<file path="config.mk">
export PLATFORM = sky130hd
export DESIGN_NAME = rom_load_arbiter
export DESIGN_NICKNAME = d
export VERILOG_FILES = /design/src/rtl/rom_load_pkg.sv /design/src/rtl/rom_load_seq.sv /design/src/rtl/rom_load_arbiter.sv
export SDC_FILE = /design/constraint.sdc
export NUM_CORES = 1
export LEC_CHECK = 0
export ABC_CLOCK_PERIOD_IN_PS = 2760
export CORE_MARGIN = 4
export CORE_UTILIZATION = 48
export DETAILED_ROUTE_END_ITERATION = 8
export PLACE_DENSITY = 0.85
export SYNTH_ARGS = -nofsm -noshare
export SYNTH_HDL_FRONTEND = slang
export SYNTH_HIERARCHICAL = 1
export SYNTH_SLANG_ARGS = --single-unit
</file>
<file path="constraint.sdc">
create_clock -name MCLK -period 2.76 [get_ports MCLK]
set_input_delay 0.552 -clock MCLK [delete_from_list [all_inputs] [get_ports MCLK]]
set_output_delay 0.552 -clock MCLK [all_outputs]
set_load 0.01 [all_outputs]
</file>
<file path="src/rtl/rom_load_pkg.sv">
// Shared FSM encodings, counter widths and the download address check for the ROM load arbiter.
package rom_load_pkg;

   typedef enum logic {ARB, RD_WAIT} port_state_t;
   typedef enum logic [1:0] {RUN, LOAD, FLUSH, SETTLE} seq_state_t;

   localparam int unsigned ROMAD_W   = 25;
   localparam int unsigned LAT_CW    = 3;
   localparam int unsigned SETTLE_CW = 8;

   // Full-width compare so high ROMAD bits cannot alias into the memory window.
   function automatic logic addr_in_range(input logic [ROMAD_W-1:0] ad, input int unsigned lim);
      return ad < ROMAD_W'(lim);
   endfunction

endpackage

</file>
<file path="src/rtl/rom_load_seq.sv">
// Core hold sequencer: keeps HOLD high through a download and for RELEASE_CYC cycles afterwards.
module rom_load_seq
   import rom_load_pkg::*;
#(
   parameter int unsigned RELEASE_CYC = 64
) (
   input  logic clk,
   input  logic rst,
   input  logic dlact_rise,
   input  logic dlact_fall,
   input  logic buf_empty,
   input  logic port_idle,
   output logic hold
);

   seq_state_t           state;
   logic [SETTLE_CW-1:0] cnt;

   always_ff @(posedge clk or posedge rst) begin
      if (rst) begin
         state <= SETTLE;
         cnt   <= SETTLE_CW'(RELEASE_CYC);
         hold  <= 1'b1;
      end else begin
         case (state)
            RUN: begin
               if (dlact_rise) begin
                  state <= LOAD;
                  hold  <= 1'b1;
               end
            end
            LOAD: begin
               if (dlact_fall) state <= FLUSH;
            end
            FLUSH: begin
               if (dlact_rise) begin
                  state <= LOAD;
               end else if (buf_empty && port_idle) begin
                  state <= SETTLE;
                  cnt   <= SETTLE_CW'(RELEASE_CYC);
               end
            end
            SETTLE: begin
               // A new download abandons the release countdown.
               if (dlact_rise) begin
                  state <= LOAD;
               end else if (cnt <= SETTLE_CW'(1)) begin
                  state <= RUN;
                  cnt   <= '0;
                  hold  <= 1'b0;
               end else begin
                  cnt <= cnt - SETTLE_CW'(1);
               end
            end
         endcase
      end
   end

endmodule

</file>
<file path="src/rtl/rom_load_arbiter.sv">
// Shares one byte-wide memory port between the ioctl download stream and core reads,
// and holds the core in reset while a download is in progress.
module rom_load_arbiter
   import rom_load_pkg::*;
#(
   parameter int unsigned AW          = 16,
   parameter int unsigned DL_SIZE     = 'hE000,
   parameter int unsigned RD_LAT      = 2,
   parameter int unsigned RELEASE_CYC = 64
) (
   input  logic               MCLK,
   input  logic               RESET,
   input  logic               DLACT,
   input  logic               ROMEN,
   input  logic [ROMAD_W-1:0] ROMAD,
   input  logic [7:0]         ROMDT,
   input  logic               RDREQ,
   input  logic [AW-1:0]      RDAD,
   output logic [7:0]         RDDT,
   output logic               RDACK,
   output logic [AW-1:0]      MEM_AD,
   output logic [7:0]         MEM_WD,
   output logic               MEM_WE,
   output logic               MEM_RE,
   input  logic [7:0]         MEM_RD,
   output logic               HOLD,
   output logic               OOR,
   output logic               OVF
);

   port_state_t       state;
   logic [LAT_CW-1:0] lat_cnt;
   logic              dlact_q;
   logic              buf_full;
   logic [AW-1:0]     buf_ad;
   logic [7:0]        buf_wd;

   logic          dlact_rise, dlact_fall;
   logic          in_range, accept, buf_full_n;
   logic          start_rd, rd_last, issue_wr;
   logic [AW-1:0] wr_ad;
   logic [7:0]    wr_wd;

   assign dlact_rise = DLACT & ~dlact_q;
   assign dlact_fall = ~DLACT & dlact_q;
   assign in_range   = addr_in_range(ROMAD, DL_SIZE);
   assign accept     = ROMEN & in_range & ~buf_full;
   // The entry stays full through the cycle its MEM_WE is on the port.
   assign buf_full_n = (buf_full & ~MEM_WE) | accept;

   assign start_rd = (state == ARB) & ~buf_full & RDREQ & ~DLACT & ~RDACK;
   assign rd_last  = (state == RD_WAIT) && (lat_cnt == '0);
   // Writes are scheduled one edge ahead so MEM_WE lands in the cycle the buffer is full in ARB.
   assign issue_wr = buf_full_n & (((state == ARB) & ~start_rd) | rd_last);
   assign wr_ad    = buf_full ? buf_ad : ROMAD[AW-1:0];
   assign wr_wd    = buf_full ? buf_wd : ROMDT;

   always_ff @(posedge MCLK or posedge RESET) begin
      if (RESET) begin
         state    <= ARB;
         lat_cnt  <= '0;
         dlact_q  <= 1'b0;
         buf_full <= 1'b0;
         buf_ad   <= '0;
         buf_wd   <= '0;
         RDDT     <= '0;
         RDACK    <= 1'b0;
         MEM_AD   <= '0;
         MEM_WD   <= '0;
         MEM_WE   <= 1'b0;
         MEM_RE   <= 1'b0;
         OOR      <= 1'b0;
         OVF      <= 1'b0;
      end else begin
         dlact_q  <= DLACT;
         buf_full <= buf_full_n;
         if (accept) begin
            buf_ad <= ROMAD[AW-1:0];
            buf_wd <= ROMDT;
         end

         MEM_WE <= issue_wr;
         MEM_RE <= start_rd;
         RDACK  <= rd_last;
         RDDT   <= rd_last ? MEM_RD : 8'h00;
         if (issue_wr) begin
            MEM_AD <= wr_ad;
            MEM_WD <= wr_wd;
         end else if (start_rd) begin
            MEM_AD <= RDAD;
         end

         case (state)
            ARB: begin
               if (start_rd) begin
                  state   <= RD_WAIT;
                  lat_cnt <= LAT_CW'(RD_LAT - 1);
               end
            end
            RD_WAIT: begin
               if (lat_cnt == '0) state <= ARB;
               else               lat_cnt <= lat_cnt - LAT_CW'(1);
            end
         endcase

         OOR <= (OOR & ~dlact_rise) | (ROMEN & ~in_range);
         OVF <= (OVF & ~dlact_rise) | (ROMEN & buf_full);
      end
   end

   rom_load_seq #(
      .RELEASE_CYC(RELEASE_CYC)
   ) u_seq (
      .clk        (MCLK),
      .rst        (RESET),
      .dlact_rise (dlact_rise),
      .dlact_fall (dlact_fall),
      .buf_empty  (~buf_full),
      .port_idle  (state == ARB),
      .hold       (HOLD)
   );

endmodule

</file>
==> metrics, run 1 <==
CORE AREA=7370 um2; Post-Synthesis Net Count=382; RSZ-0062 raised after global routing=false; global-route wire length before repair=14100 um; cell area power density=841.0 nW/um2; final hold violation count=0; most common cell in the synthesized netlist=dfrtp_1; critical-path maximum fanout=9; TritonCTS Buffers=9; number of global-route vias before repair=2936; synth top area cells=dfrtp_1, mux2_2, mux2i_1; Syn Inst Count=316; Filler Cells Inserted=548; drt drc=0; Mapped Avg Cell Area=11.68 um2; gpl congestion=0.8254; starting density of the core=50.08%; worst path required time=2990 ps; Hold/Removal Path Class=reg -> reg; number of setup buffers added after CTS=0; yosys warns=6; Post-DRT Antenna Nets=0; vias per cell=5.320; Avg WL per Cell=16.18 um; Die X=95.69 um; Post-synth ARST share=100.0%; dpl hpwl=6107 um; final period utilization=82.70%; Min Clock Period, post-route=2282 ps; Clock Pin Slew Worst Setup and Hold Paths=80 ps; metal3 WL=488 um; TNS Setup=0 ps; DRT Pass-1 Iters=4; Util after Layout=68.34%; Power, Total=4.235 mW; Iter 0 DRT Violations=113; crit path DAT=2510 ps; Worst setup SP type=primary input; fin. max-slew vios=0; final antenna diode count=0; EDFF count, synth=0; # clock sinks=78; Total GRT Usage=20.06%; DR top layer=met4; M1 wire length=3564 um; DR WL met2=4216 um; worst slew pin tran=500.6 ps; Clk Latency, worst-skew pair=350 ps; CTS tree=built; IO Pins=100; total grt overflow=0; nets=480; most common library cells after synthesis=dfrtp_1, mux2_2, nand2_1, a21oi_1, o21ai_0; Slew Limit Headroom=66.63%; share of the synthesized area in the top cell type=50.17%; Max Root-Sink Buffers=2; kind of critical path=in -> reg; area growth from synthesis to layout=36.44%; Fmax=438.1 MHz; leakage=2.176 nW; most common flop cell mapped by yosys=dfrtp_1; vias post-DR=2756; Yosys cell types=48; Critical-path top delay cell=clkdlybuf4s50_1; Die Y-Extent=95.69 um; layout cells sized above 1=21.72%; Port Buf Inserts=99; Clock Skew=13.94 ps; maximum VDD drop=0.0004550 V; Max stage delay on crit path=390 ps; hold_buf cts=0; Std-Cell Rows=31; worst reg2reg setup slack=800 ps; # resized after CTS=0; Seq cells post-synth=78; status=finished, final reports clean; final setup fails=0; largest net degree at the start of global routing=68; Die ar.=9157 um2; crit end category=flip-flop; max cap viols=0; Synth Cell Area=3691 um2; drt total wl=8383 um; Clock Tree Root=clkbuf_8; sequential cell area fraction in the yosys report=53.02%; placed cells=502; CP Cell Sequence=clkdlybuf4s50_1 > nor4_1 > nand4_1 > o31ai_4 > nor2b_1 > buf_4 > mux2_1; cell taking the most area after synthesis=dfrtp_1; initial antenna violation count=0; Final Non-Filler Cells=518; number of H-tree levels=3
[final cells by class]
class	count	area, um2	share of cell area [%]
clock buffer	11	131.4	2.609
clock inverter	5	107.6	2.137
inverter	12	45.04	0.8944
multi-input combinational	207	1603	31.83
sequential	78	1957	38.86
tap	99	123.9	2.460
timing repair buffer	106	1069	21.22
[cell usage in the layout (no fill, tap or decap), types with 4 or more instances in the layout]
cell type / n
clkdlybuf4s50_1: 99
a31oi_1: 4
ha_1: 4
nand2_1: 24
a31o_2: 16
xnor2_1: 4
and3_1: 8
buf_4: 5
a21oi_1: 19
mux2_2: 33
nor2_1: 9
o21ai_0: 18
clkbuf_8: 9
mux2_1: 8
inv_1: 10
nand2b_1: 5
dfrtp_1: 74
mux2i_1: 16
dfstp_2: 4
[sequential cells by signal (all words and copies together) (netlist names)]
| register | flops |
|---|---|
| u_seq/cnt | 8 |
| state | 1 |
| u_seq/hold | 1 |
| MEM_RE | 1 |
| RDDT | 8 |
| dlact_q | 1 |
| MEM_WE | 1 |
| OVF | 1 |
| buf_ad | 16 |
| lat_cnt | 3 |
| buf_full | 1 |
| u_seq/state | 2 |
| MEM_AD | 16 |
| RDACK | 1 |
| OOR | 1 |
| buf_wd | 8 |
| MEM_WD | 8 |
[report_power, final]
part           internal (mW)  switching [mW]  leakage (nW)
Combinational          0.794           0.725          1.04
Sequential              1.46           0.236          1.02
Clock                  0.605           0.417         0.118
[final timing paths]
kind	depth (start not counted)	start	endpoint
max in group asynchronous	3	RESET	buf_full$_DFF_PP0_
hold reg to reg	1	MEM_WD[4]$_DFFE_PP0P_	MEM_WD[4]$_DFFE_PP0P_
setup reg to reg	6	buf_full$_DFF_PP0_	MEM_WD[3]$_DFFE_PP0P_
hold / removal	1	MEM_WD[4]$_DFFE_PP0P_	MEM_WD[4]$_DFFE_PP0P_
setup / recovery	7	ROMAD[21]	MEM_WD[3]$_DFFE_PP0P_
min in group asynchronous	2	RESET	u_seq/cnt[1]$_DFFE_PP0P_
[routing by layer]
metal / vias up / GRT usage, %
met3: 10 / 5.317
met5: - / 0
met1: 1350 / 25.45
met2: 74 / 32.89
li1: 1322 / -
met4: 0 / 7.701
[critical path, delay by kind of cell]
family / cells / cell delay (ps)
compound gates: 1 / 270
mux: 1 / 340
buf+inv: 2 / 590
simple gates: 3 / 750
[cell families (layout without fill, tap and decap cells)]
family                     count (synthesis)  count (layout)  share of synthesized area (%)
AOI/OAI and AO/OA                         70              70                          12.71
and+or+nand+nor                           72              72                          11.39
xor gates and xnor gates                   4               4                         0.9491
adders and majority gates                  4               4                          1.356
DFF                                       78              78                          53.02
buffers and inverters                     31             134                          3.729
muxes                                     57              57                          16.85
[stage by stage]
| step | cell area (um2) | setup WS [ps] | hold WS (ps) |
|---|---|---|---|
| after CTS | 5036 | 483.3 | 499.4 |
| after global placement | 4797 | 201.8 | 472.3 |
| final | 5036 | 477.5 | 495.4 |
| after global routing | 5036 | 309.8 | 517.3 |
| after floorplan | 3691 | 524.8 | 401.6 |
| after detailed placement | 4797 | 128.2 | 481.2 |
Note: power is estimated with default switching activity, not from simulation.
==> run 2: changes to the inputs <==
- ABC_CLOCK_PERIOD_IN_PS: 2760 -> 2300
- clock period: 2.76 -> 2.3 ns (I/O delays scaled with it)
==> metrics, run 2 (same netlist as run 1, synthesis figures left out) <==
Iter 0 DRT Violations=144 (was 113); # clock sinks=78 (unchanged); Clock Skew=10.66 ps (was 13.94 ps); vias per cell=5.316 (was 5.320); Max Root-Sink Buffers=2 (unchanged); TNS Setup=0 ps (unchanged); Largest regs=MEM_AD: 16 flops, buf_ad: 16 flops (unchanged); maximum VDD drop=0.0004895 V (was 0.0004550 V); DRT Pass-1 Iters=4 (unchanged); Worst setup SP type=primary input (unchanged); worst slew pin tran=501.8 ps (was 500.6 ps); CP delay by family, top=buffers and inverters (was simple AND/OR/NAND/NOR gates); hold_buf cts=0 (unchanged); global-route wire length before repair=14190 um (was 14100 um); Die X=95.69 um (unchanged); drt total wl=8629 um (was 8383 um); largest net degree at the start of global routing=38 (was 68); Slew Limit Headroom=66.50% (was 66.63%); worst path required time=2530 ps (was 2990 ps); crit path DAT=2310 ps (was 2510 ps); Buf/Inv on CP=3 (was 2); # resized after CTS=0 (unchanged); area growth from synthesis to layout=38.34% (was 36.44%); Std-Cell Rows=31 (unchanged); CTS tree=built (unchanged); max cap viols=0 (unchanged); gpl congestion=0.8559 (was 0.8254); Die Y-Extent=95.69 um (unchanged); Clock Tree Root=clkbuf_8 (unchanged); total grt overflow=0 (unchanged); Clk Latency, worst-skew pair=340 ps (was 350 ps); most common cell after layout, fill and taps aside=clkdlybuf4s50_1 (unchanged); Clock Pin Slew Worst Setup and Hold Paths=90 ps (was 80 ps); Die ar.=9157 um2 (unchanged); nets=487 (was 480); status=finished, final reports clean (unchanged); starting density of the core=50.08% (unchanged); Critical-path top delay cell=clkdlybuf4s50_1 (unchanged); CP Cell Sequence=clkdlybuf4s50_1 > nor4_1 > nand4_1 > buf_4 > nor3_4 > buf_12 > mux2_2 (was clkdlybuf4s50_1 > nor4_1 > nand4_1 > o31ai_4 > nor2b_1 > buf_4 > mux2_1); fin. max-slew vios=0 (unchanged); Power, Total=5.101 mW (was 4.235 mW); TritonCTS Buffers=9 (unchanged); Min Clock Period, post-route=2073 ps; layout cells sized above 1=23.47% (was 21.72%); RSZ-0062 raised after global routing=false (unchanged); Util after Layout=69.29% (was 68.34%); IO Pins=100 (unchanged); Hold/Removal Path Class=in -> async (was reg -> reg); most frequent cells in the layout=clkdlybuf4s50_1, dfrtp_1, mux2_2, nand2_1, a21oi_1 (unchanged); cell area power density=999.0 nW/um2 (was 841.0 nW/um2); final hold violation count=0 (unchanged); number of H-tree levels=3 (unchanged); Avg WL per Cell=16.44 um (was 16.18 um); cell area after layout=5106 um2 (was 5036 um2); number of global-route vias before repair=2975 (was 2936); Fmax=482.3 MHz; final period utilization=90.14%; Port Buf Inserts=99 (unchanged); dpl hpwl=6218 um (was 6107 um); Max stage delay on crit path=400 ps (was 390 ps); CORE AREA=7370 um2 (unchanged); final antenna diode count=0 (unchanged); final setup fails=0 (unchanged); Post-DRT Antenna Nets=0 (unchanged); critical-path maximum fanout=22 (was 9); drt drc=0 (unchanged); hold slack=461.7 ps (was 495.4 ps); number of setup buffers added after CTS=0 (unchanged); crit end category=flip-flop (unchanged); Total GRT Usage=19.84% (was 20.06%); kind of critical path=in -> reg (unchanged); vias post-DR=2791 (was 2756); leakage=2.216 nW (was 2.176 nW); DP Area=4862 um2 (was 4797 um2); initial antenna violation count=0 (unchanged)
[run 2: cell types whose count changed in the layout (fill, tap and decap cells not counted), sizes merged]
cell | before | now
buf | 7 | 14
clkbuf | 11 | 9
clkinvlp | 0 | 1
inv | 12 | 13
[run 2: layout make-up]
type	instances	area [um2]
well taps	99	123.9
fillers	536	2263
flip-flops and latches	78	1957
clock inverters	7	120.1
multi-input cells	207	1603
repair buffers	113	1134
clock buffers	9	123.9
inverters	12	45.04
[run 2: power breakdown]
| part | switching [mW] | leakage (nW) | internal, mW |
|---|---|---|---|
| clock | 0.504 | 0.120 | 0.724 |
| combinational | 0.884 | 1.08 | 0.968 |
| sequential | 0.271 | 1.02 | 1.75 |
| total | 1.66 | 2.22 | 3.44 |
[run 2: per-stage QoR]
| stage | std cells | setup slack, ps |
|---|---|---|
| 2_1_floorplan | 316 | 156.8 |
| 3_3_place_gp | 509 | -90.01 |
| 3_5_place_dp | 509 | -138.2 |
| 4_1_cts | 525 | 239.4 |
| 5_1_grt | 525 | 168.6 |
| 6_report | 525 | 226.8 |
[run 2: per-layer routing]
| metal | routed length, um | global-route usage, % | vias up |
|---|---|---|---|
| li1 | - | - | 1329 |
| met1 | 3654 | 24.51 | 1378 |
| met2 | 4447 | 34.45 | 80 |
| met3 | 488 | 6.333 | 4 |
| met4 | 39 | 3.555 | 0 |
| met5 | 0 | 0 | - |
[run 2: final timing paths]
kind | from | end | slack (ps) | depth (start not counted)
max reg2reg | lat_cnt[0]$_DFFE_PP0P_ | MEM_WD[7]$_DFFE_PP0P_ | 390 | 8
min | RESET | u_seq/cnt[7]$_DFFE_PP0P_ | 460 | 2
max | ROMAD[21] | buf_ad[8]$_DFFE_PP0P_ | 230 | 7
max in group asynchronous | RESET | lat_cnt[2]$_DFFE_PP0P_ | 1300 | 3
min reg2reg | MEM_WD[2]$_DFFE_PP0P_ | MEM_WD[2]$_DFFE_PP0P_ | 490 | 1
min in group MCLK | MEM_WD[2]$_DFFE_PP0P_ | MEM_WD[2]$_DFFE_PP0P_ | 490 | 1
==> run 3: changes to the inputs <==
- TNS_END_PERCENT: unset -> 50
==> results of run 3 <==
Same layout as run 2: the final DEF is identical, and so are final timing and power.
